### src/rtl/lif_param_loader.sv
// ============================================================================
// Module : lif_param_loader
//
// Purpose
//   Byte-stream configuration loader that sits directly in front of the LIF
//   neuron core. Framed configuration bytes arrive over a valid/ready
//   interface and are collected into shadow registers. The committed
//   parameter set (weight_a, weight_b, leak_config, threshold_min,
//   threshold_max) is updated atomically, and only once the whole frame has
//   been received and validated. params_ready goes high at the first
//   successful commit and stays high until reset.
//
//   Frame layout (one byte per transfer):
//     0: SYNC_BYTE
//     1: {weight_a[2:0], weight_b[2:0], leak_config[1:0]}
//     2: threshold_min
//     3: threshold_max
//     4: checksum = byte1 ^ byte2 ^ byte3   (only with LIF_CFG_CHECKSUM_EN)
//
// Configuration macro
//   LIF_CFG_CHECKSUM_EN : when defined, a checksum byte follows
//                         threshold_max. A mismatch rejects the frame with
//                         err_code = 2. When undefined, there is no checksum
//                         state and err_code = 2 is never produced.
//
// Ports
//   clk            in   1  system clock
//   reset          in   1  asynchronous, active-high reset
//   cfg_data       in   8  configuration byte
//   cfg_valid      in   1  cfg_data is valid
//   cfg_ready      out  1  loader can accept a byte (low only during COMMIT)
//   weight_a       out  3  committed weight A
//   weight_b       out  3  committed weight B
//   leak_config    out  2  committed leak select
//   threshold_min  out  8  committed threshold floor
//   threshold_max  out  8  committed threshold ceiling
//   params_ready   out  1  high after the first successful commit
//   cfg_err        out  1  one-cycle pulse on a rejected or aborted frame
//   err_code       out  2  sticky last error: 0 none, 1 min>max,
//                          2 checksum, 3 timeout
// ============================================================================
module lif_param_loader #(
    parameter logic [2:0] DEF_WEIGHT_A   = 3'd2,
    parameter logic [2:0] DEF_WEIGHT_B   = 3'd2,
    parameter logic [1:0] DEF_LEAK       = 2'd0,
    parameter logic [7:0] DEF_THR_MIN    = 8'd32,
    parameter logic [7:0] DEF_THR_MAX    = 8'd128,
    parameter logic [7:0] SYNC_BYTE      = 8'hA5,
    parameter int         TIMEOUT_CYCLES = 16
) (
    input  logic       clk,
    input  logic       reset,
    input  logic [7:0] cfg_data,
    input  logic       cfg_valid,
    output logic       cfg_ready,
    output logic [2:0] weight_a,
    output logic [2:0] weight_b,
    output logic [1:0] leak_config,
    output logic [7:0] threshold_min,
    output logic [7:0] threshold_max,
    output logic       params_ready,
    output logic       cfg_err,
    output logic [1:0] err_code
);

    // The idle counter is at least 5 bits wide. It widens automatically if a
    // larger TIMEOUT_CYCLES is chosen.
    localparam int CNT_W = ($clog2(TIMEOUT_CYCLES + 1) > 5) ? $clog2(TIMEOUT_CYCLES + 1) : 5;
    localparam logic [CNT_W-1:0] CNT_LAST = CNT_W'(TIMEOUT_CYCLES - 1);

    localparam logic [1:0] ERR_NONE     = 2'd0;
    localparam logic [1:0] ERR_RANGE    = 2'd1;
    localparam logic [1:0] ERR_CHECKSUM = 2'd2;
    localparam logic [1:0] ERR_TIMEOUT  = 2'd3;

    typedef enum logic [2:0] {
        S_IDLE   = 3'd0,
        S_W_BYTE = 3'd1,
        S_TMIN   = 3'd2,
        S_TMAX   = 3'd3,
        S_COMMIT = 3'd4
`ifdef LIF_CFG_CHECKSUM_EN
        , S_CSUM = 3'd5
`endif
    } state_t;

    state_t           state_q, state_d;
    logic [CNT_W-1:0] idleCnt_q, idleCnt_d;

    // Shadow copy of the frame payload. It is only visible on the outputs
    // after a successful commit.
    logic [7:0]       shWeights_q, shWeights_d;
    logic [7:0]       shThrMin_q, shThrMin_d;
    logic [7:0]       shThrMax_q, shThrMax_d;
`ifdef LIF_CFG_CHECKSUM_EN
    logic             csumOk_q, csumOk_d;
`endif

    // Committed parameter set and status
    logic [2:0]       weightA_q, weightA_d;
    logic [2:0]       weightB_q, weightB_d;
    logic [1:0]       leak_q, leak_d;
    logic [7:0]       thrMin_q, thrMin_d;
    logic [7:0]       thrMax_q, thrMax_d;
    logic             paramsReady_q, paramsReady_d;
    logic             cfgErr_q, cfgErr_d;
    logic [1:0]       errCode_q, errCode_d;

    logic             xfer;
    logic             inFrame;
    logic             expire;

    // The loader refuses data only in the single COMMIT cycle.
    assign cfg_ready = (state_q != S_COMMIT);
    assign xfer      = cfg_valid & cfg_ready;

    // inFrame covers the states that wait for a payload byte. Only these
    // states advance the inactivity timeout.
    always_comb begin
        inFrame = 1'b0;
        case (state_q)
            S_W_BYTE, S_TMIN, S_TMAX: inFrame = 1'b1;
`ifdef LIF_CFG_CHECKSUM_EN
            S_CSUM:                   inFrame = 1'b1;
`endif
            default:                  inFrame = 1'b0;
        endcase
    end

    // Expiry fires on the TIMEOUT_CYCLES-th consecutive idle cycle. If a
    // transfer happens in that same cycle, the transfer takes priority.
    assign expire = inFrame & ~xfer & (idleCnt_q == CNT_LAST);

    // Next-state logic: frame sequencing, shadow capture, the commit
    // decision, and timeout handling.
    always_comb begin
        state_d       = state_q;
        idleCnt_d     = idleCnt_q;
        shWeights_d   = shWeights_q;
        shThrMin_d    = shThrMin_q;
        shThrMax_d    = shThrMax_q;
`ifdef LIF_CFG_CHECKSUM_EN
        csumOk_d      = csumOk_q;
`endif
        weightA_d     = weightA_q;
        weightB_d     = weightB_q;
        leak_d        = leak_q;
        thrMin_d      = thrMin_q;
        thrMax_d      = thrMax_q;
        paramsReady_d = paramsReady_q;
        cfgErr_d      = 1'b0;
        errCode_d     = errCode_q;

        if (!inFrame || xfer) begin
            idleCnt_d = '0;
        end else begin
            idleCnt_d = idleCnt_q + 1'b1;
        end

        case (state_q)
            S_IDLE: begin
                // Any byte other than the sync marker is dropped silently.
                if (xfer && (cfg_data == SYNC_BYTE)) begin
                    state_d = S_W_BYTE;
                end
            end

            S_W_BYTE: begin
                if (xfer) begin
                    shWeights_d = cfg_data;
                    state_d     = S_TMIN;
                end
            end

            S_TMIN: begin
                if (xfer) begin
                    shThrMin_d = cfg_data;
                    state_d    = S_TMAX;
                end
            end

            S_TMAX: begin
                if (xfer) begin
                    shThrMax_d = cfg_data;
`ifdef LIF_CFG_CHECKSUM_EN
                    state_d    = S_CSUM;
`else
                    state_d    = S_COMMIT;
`endif
                end
            end

`ifdef LIF_CFG_CHECKSUM_EN
            S_CSUM: begin
                if (xfer) begin
                    csumOk_d = (cfg_data == (shWeights_q ^ shThrMin_q ^ shThrMax_q));
                    state_d  = S_COMMIT;
                end
            end
`endif

            S_COMMIT: begin
                state_d = S_IDLE;
                // A range violation is reported ahead of a checksum error.
                if (shThrMin_q > shThrMax_q) begin
                    cfgErr_d  = 1'b1;
                    errCode_d = ERR_RANGE;
                end
`ifdef LIF_CFG_CHECKSUM_EN
                else if (!csumOk_q) begin
                    cfgErr_d  = 1'b1;
                    errCode_d = ERR_CHECKSUM;
                end
`endif
                else begin
                    weightA_d     = shWeights_q[7:5];
                    weightB_d     = shWeights_q[4:2];
                    leak_d        = shWeights_q[1:0];
                    thrMin_d      = shThrMin_q;
                    thrMax_d      = shThrMax_q;
                    paramsReady_d = 1'b1;
                end
            end

            default: begin
                state_d = S_IDLE;
            end
        endcase

        // On a timeout, drop the partial frame. The next frame overwrites
        // every shadow byte before it can reach COMMIT, so the stale shadow
        // contents are never used.
        if (expire) begin
            state_d   = S_IDLE;
            idleCnt_d = '0;
            cfgErr_d  = 1'b1;
            errCode_d = ERR_TIMEOUT;
        end
    end

    // State and data registers. Reset restores the default parameter set and
    // abandons any frame in progress.
    always_ff @(posedge clk or posedge reset) begin
        if (reset) begin
            state_q       <= S_IDLE;
            idleCnt_q     <= '0;
            shWeights_q   <= '0;
            shThrMin_q    <= '0;
            shThrMax_q    <= '0;
`ifdef LIF_CFG_CHECKSUM_EN
            csumOk_q      <= 1'b0;
`endif
            weightA_q     <= DEF_WEIGHT_A;
            weightB_q     <= DEF_WEIGHT_B;
            leak_q        <= DEF_LEAK;
            thrMin_q      <= DEF_THR_MIN;
            thrMax_q      <= DEF_THR_MAX;
            paramsReady_q <= 1'b0;
            cfgErr_q      <= 1'b0;
            errCode_q     <= ERR_NONE;
        end else begin
            state_q       <= state_d;
            idleCnt_q     <= idleCnt_d;
            shWeights_q   <= shWeights_d;
            shThrMin_q    <= shThrMin_d;
            shThrMax_q    <= shThrMax_d;
`ifdef LIF_CFG_CHECKSUM_EN
            csumOk_q      <= csumOk_d;
`endif
            weightA_q     <= weightA_d;
            weightB_q     <= weightB_d;
            leak_q        <= leak_d;
            thrMin_q      <= thrMin_d;
            thrMax_q      <= thrMax_d;
            paramsReady_q <= paramsReady_d;
            cfgErr_q      <= cfgErr_d;
            errCode_q     <= errCode_d;
        end
    end

    assign weight_a      = weightA_q;
    assign weight_b      = weightB_q;
    assign leak_config   = leak_q;
    assign threshold_min = thrMin_q;
    assign threshold_max = thrMax_q;
    assign params_ready  = paramsReady_q;
    assign cfg_err       = cfgErr_q;
    assign err_code      = errCode_q;

endmodule

### config.mk
export PLATFORM = sky130hd
export DESIGN_NAME = lif_param_loader
export DESIGN_NICKNAME = d
export VERILOG_FILES = /design/src/rtl/lif_param_loader.sv
export SDC_FILE = /design/constraint.sdc
export NUM_CORES = 1
export LEC_CHECK = 0
export CAP_MARGIN = 10
export CORE_ASPECT_RATIO = 0.8
export CORE_MARGIN = 2
export CORE_UTILIZATION = 45
export CTS_CLUSTER_SIZE = 14
export DETAILED_ROUTE_END_ITERATION = 10
export DONT_BUFFER_PORTS = 1
export PLACE_DENSITY = 0.67
export SLEW_MARGIN = 0
export SYNTH_ARGS = -nofsm -noshare
export SYNTH_HDL_FRONTEND = slang
export SYNTH_SLANG_ARGS = --single-unit
### constraint.sdc
create_clock -name clk -period 2.45 [get_ports clk]
set_clock_uncertainty 0.15 [all_clocks]
set_input_delay 0.49 -clock clk [delete_from_list [all_inputs] [get_ports clk]]
set_output_delay 0.49 -clock clk [all_outputs]
set_load 0.02 [all_outputs]
==> impl_metrics.xml <==
<?xml version="1.0" encoding="UTF-8"?>
<metrics>
  <group name="status">
    <metric name="outcome" unit="">finished clean</metric>
  </group>
  <group name="worst_setup_path">
    <metric name="worst-setup-path-type" unit="">flop to flop</metric>
    <metric name="worstPathArrival" unit="ns">2.43</metric>
    <metric name="worst-endpoint-required" unit="ns">2.52</metric>
    <metric name="crit_chain" unit="">ha_4 &gt; a41o_2 &gt; a21oi_2 &gt; nor2_1 &gt; a211oi_4 &gt; buf_4 &gt; mux2_4</metric>
    <metric name="kind_of_end_point_of_the_critical_path" unit="">flop</metric>
    <metric name="critical_path.slowest_cell" unit="">dfrtp_1</metric>
    <metric name="worst-r2r-cell-count" unit="">7</metric>
    <metric name="cp_slowest_stage_delay" unit="ns">0.43</metric>
    <metric name="startpoint_type" unit="">flop</metric>
    <metric name="rr_endpoint" unit="">threshold_max[3]</metric>
    <metric name="worstReg2RegStart" unit="">shThrMin_q[7]</metric>
    <metric name="crit_fanout" unit="">5</metric>
    <metric name="setup.reg_to_reg.worst_slack" unit="ns">0.09</metric>
  </group>
  <group name="routing">
    <metric name="wire_per_inst" unit="um">17.3</metric>
    <metric name="vias" unit="">1506</metric>
    <metric name="route.antenna.remaining_nets" unit="">0</metric>
    <metric name="drt_pass1_iterations" unit="">4</metric>
    <metric name="dr.first_iter.drc_count" unit="">84</metric>
    <metric name="post_drt_via_cell_ratio" unit="">5.12</metric>
    <metric name="drc" unit="">0</metric>
    <metric name="routed_wirelength" unit="um">5070</metric>
  </group>
  <group name="yosys">
    <metric name="number_of_instances_in_the_synthesized_netlist" unit="">195</metric>
    <metric name="post_synth_and_or_nand_nor_area_fraction" unit="%">9.19</metric>
    <metric name="synth_top_family_by_area" unit="">multiplexers</metric>
    <metric name="synth.lib_cells_used.distinct" unit="">34</metric>
    <metric name="ffs_w_async_s_r_synth" unit="%">100</metric>
    <metric name="yosys.area_share.xor_xnor" unit="%">0.667</metric>
    <metric name="synth.avg_cell_area" unit="sq um">13.5</metric>
    <metric name="synth-compound-area-share" unit="%">5.00</metric>
    <metric name="yosys_most_used_dff" unit="">dfrtp_1</metric>
    <metric name="post_synth_instance_area" unit="sq mm">0.00263</metric>
    <metric name="yosys-mux-area-fraction" unit="%">19.9</metric>
    <metric name="synth-edff-count" unit="">0</metric>
    <metric name="synth.yosys.seq_area_share" unit="%">57.4</metric>
    <metric name="synth_fa_ha_area_share" unit="%">4.76</metric>
    <metric name="synth_warnings" unit="">0</metric>
    <metric name="ys_seq_elements" unit="">60</metric>
    <metric name="synth_fp_nets" unit="">216</metric>
  </group>
  <group name="sta">
    <metric name="tightestPinTransition" unit="ns">0.568</metric>
    <metric name="timing.setup.tns" unit="ns">0</metric>
    <metric name="clock.fmax" unit="MHz">423</metric>
    <metric name="relSlewSlack" unit="%">61.6</metric>
    <metric name="finalHoldViolCount" unit="">0</metric>
    <metric name="timing.final.crit_period" unit="ns">2.36</metric>
    <metric name="finalSetupViolations" unit="">0</metric>
    <metric name="final_count_of_pins_violating_max_slew" unit="">0</metric>
    <metric name="post-route-period-util" unit="%">96.4</metric>
  </group>
  <group name="clock_tree">
    <metric name="cts_tree" unit="">done</metric>
    <metric name="cts-root-to-sink-buffers" unit="">2</metric>
    <metric name="clk_pin_slew" unit="ns">0.06</metric>
    <metric name="clock_tree.htree_level_count" unit="">3</metric>
    <metric name="tritoncts.num_buffers" unit="">9</metric>
    <metric name="ctsRootBufferMaster" unit="">clkbuf_8</metric>
    <metric name="clock_insertion_delay_worst_skew" unit="ns">0.33</metric>
    <metric name="total_clock_sinks" unit="">60</metric>
  </group>
  <group name="floorplan">
    <metric name="chip_height" unit="um">72.3</metric>
    <metric name="placementRows" unit="">24</metric>
    <metric name="die_area" unit="sq mm">0.00647</metric>
    <metric name="placeableCoreArea" unit="sq mm">0.00556</metric>
    <metric name="die_x" unit="um">89.4</metric>
    <metric name="num_io_pins" unit="">40</metric>
    <metric name="start_util" unit="%">47.3</metric>
  </group>
  <group name="global_routing">
    <metric name="grt_start_max_net_pins" unit="">61</metric>
    <metric name="via_count_of_the_first_global_routing_pass" unit="">1635</metric>
    <metric name="initial_antenna_violation_count" unit="">0</metric>
    <metric name="grt_first_pass_wirelength" unit="um">7910</metric>
    <metric name="gr-total-overflow" unit="">0</metric>
    <metric name="grtUsageTotal" unit="%">17.2</metric>
  </group>
  <group name="layout">
    <metric name="areaGrowthSynthToFinish" unit="%">15.0</metric>
    <metric name="nNetsFinal" unit="">233</metric>
    <metric name="fillerInstances" unit="">480</metric>
    <metric name="drive_above_1_share" unit="%">36.6</metric>
    <metric name="finish.utilization" unit="%">54.4</metric>
    <metric name="insertedDiodeCount" unit="">0</metric>
    <metric name="layoutNonFillerInstCount" unit="">294</metric>
  </group>
  <group name="min_path">
    <metric name="timing.hold.worst_path_depth" unit="">2</metric>
    <metric name="hold_path.class" unit="">input pin to flop</metric>
    <metric name="hold_path_end" unit="">shThrMax_q[4]</metric>
    <metric name="timing.hold.worst.start" unit="">cfg_data[4]</metric>
  </group>
  <group name="placement">
    <metric name="placement.io_buffers" unit="">0</metric>
    <metric name="hpwlAfterDp" unit="um">3390</metric>
    <metric name="placed_cells_incl_taps" unit="">275</metric>
    <metric name="gp_congestion" unit="">0.783</metric>
  </group>
  <group name="power">
    <metric name="total_power" unit="W">0.00403</metric>
    <metric name="power.static_leakage" unit="nW">1.38</metric>
    <metric name="worst_ir_drop_vdd" unit="mV">0.518</metric>
    <metric name="pwr_density_cell" unit="mW/mm^2">1330</metric>
  </group>
  <group name="flow_run">
    <metric name="cap_viol_max_count" unit="">0</metric>
  </group>
</metrics>
[registers in the layout (all words and copies together), names as in the netlist]
name,count
shWeights_q,8
threshold_max,8
weight_b,3
threshold_min,8
leak_config,2
state_q,3
shThrMin_q,8
params_ready,1
weight_a,3
idleCnt_q,5
shThrMax_q,8
cfg_err,1
err_code,2
[timing repair]
action | CTS | global route
setup buffers | 0 | 1
hold endpoints to repair | 56 | 0
resized for setup | 0 | 16
setup endpoints to repair | 0 | 22
hold buffers | 1 | 0
[synth_stat cells (2+ instances only)]
cell,n,area (sq um)
mux2_2,21,236
buf_6,2,22.5
dfrtp_1,56,1400
o21ai_0,10,50.1
nor2_1,12,45.0
a21o_1,2,15.0
nor4b_1,2,17.5
inv_1,14,52.6
nand2_1,14,52.6
a21oi_1,4,20.0
ha_1,10,125
mux2_4,19,285
dfstp_2,4,105
clkbuf_1,2,7.51
nand3_1,2,10.0
nor3_1,3,15.0
[cell families after synthesis]
| logic type | after synthesis |
|---|---|
| muxes | 40 |
| AOI/OAI and AO/OA | 20 |
| buffers and inverters | 18 |
| DFF | 60 |
| adders and majority gates | 10 |
| and+or+nand+nor | 45 |
| xor gates and xnor gates | 2 |
[worst max path at each step]
stage                             to          start  cells past startpoint  slack, ns
floorplan           threshold_max[3]  shThrMin_q[7]                      7       0.11
global placement    threshold_min[0]  shThrMin_q[6]                      7       0.13
finish              threshold_max[3]  shThrMin_q[7]                      7       0.09
global route        threshold_min[2]  shThrMax_q[1]                      8      -0.02
CTS                   leak_config[1]  shThrMin_q[7]                      7       0.03
detailed placement  threshold_min[7]  shThrMin_q[7]                      7       0.04
[per-layer routing]
metal / vias to the layer above / GRT usage, % / wire length (um)
li1: 709 / - / -
met1: 754 / 22.1 / 2430
met2: 41 / 24.7 / 2280
met3: 2 / 10.0 / 338
met4: 0 / 4.98 / 22
met5: - / 0 / 0
[stage by stage]
stage / worst slack [ns] / hold slack [ns] / instance area, sq um
4_1_cts: 0.0273 / 0.110 / 2930
5_1_grt: -0.0183 / 0.123 / 3020
3_3_place_gp: 0.128 / 0.299 / 2750
2_1_floorplan: 0.107 / 0.283 / 2630
6_report: 0.0871 / 0.129 / 3020
3_5_place_dp: 0.0400 / 0.305 / 2750
[worst max-delay path, delay by kind of cell, from the launching register on]
family / cells / cell delay (ns)
AO/OA/AOI/OAI: 3 / 0.77
adder cells (fa/ha/maj): 1 / 0.28
buffers and inverters: 1 / 0.24
flip-flops: 1 / 0.43
multiplexers: 1 / 0.30
AND/OR/NAND/NOR: 1 / 0.09
[placed cells by master, fill, tap and decap left out, drive strengths merged, types with 2 or more instances in the layout]
cell type	Yosys	layout
nor4b	2	2
clkinv	0	2
inv	14	14
nor2	12	12
clkbuf	2	13
a21oi	4	4
nand3	2	2
nand2	14	14
ha	10	10
a21o	2	2
mux2	40	40
nor3	4	4
o21ai	10	10
buf	2	9
dfstp	4	4
dfrtp	56	56
[final cells by class]
type / count / area [sq um] / area share [%]
clock buffers: 13 / 159 / 5.26
clock inverters: 2 / 10.0 / 0.331
inverters: 14 / 52.6 / 1.74
multi-input cells: 117 / 1090 / 36.1
flip-flops and latches: 60 / 1510 / 49.9
well taps: 78 / 97.6 / 3.23
repair buffers: 10 / 105 / 3.48
[where the power goes]
part           switching [W]  internal (W)  total (W)
Sequential          0.000550       0.00143    0.00198
Combinational       0.000564      0.000710    0.00127
Clock               0.000357      0.000414   0.000770
Total                0.00147       0.00256    0.00403
Note: power is estimated with default switching activity, not from simulation.
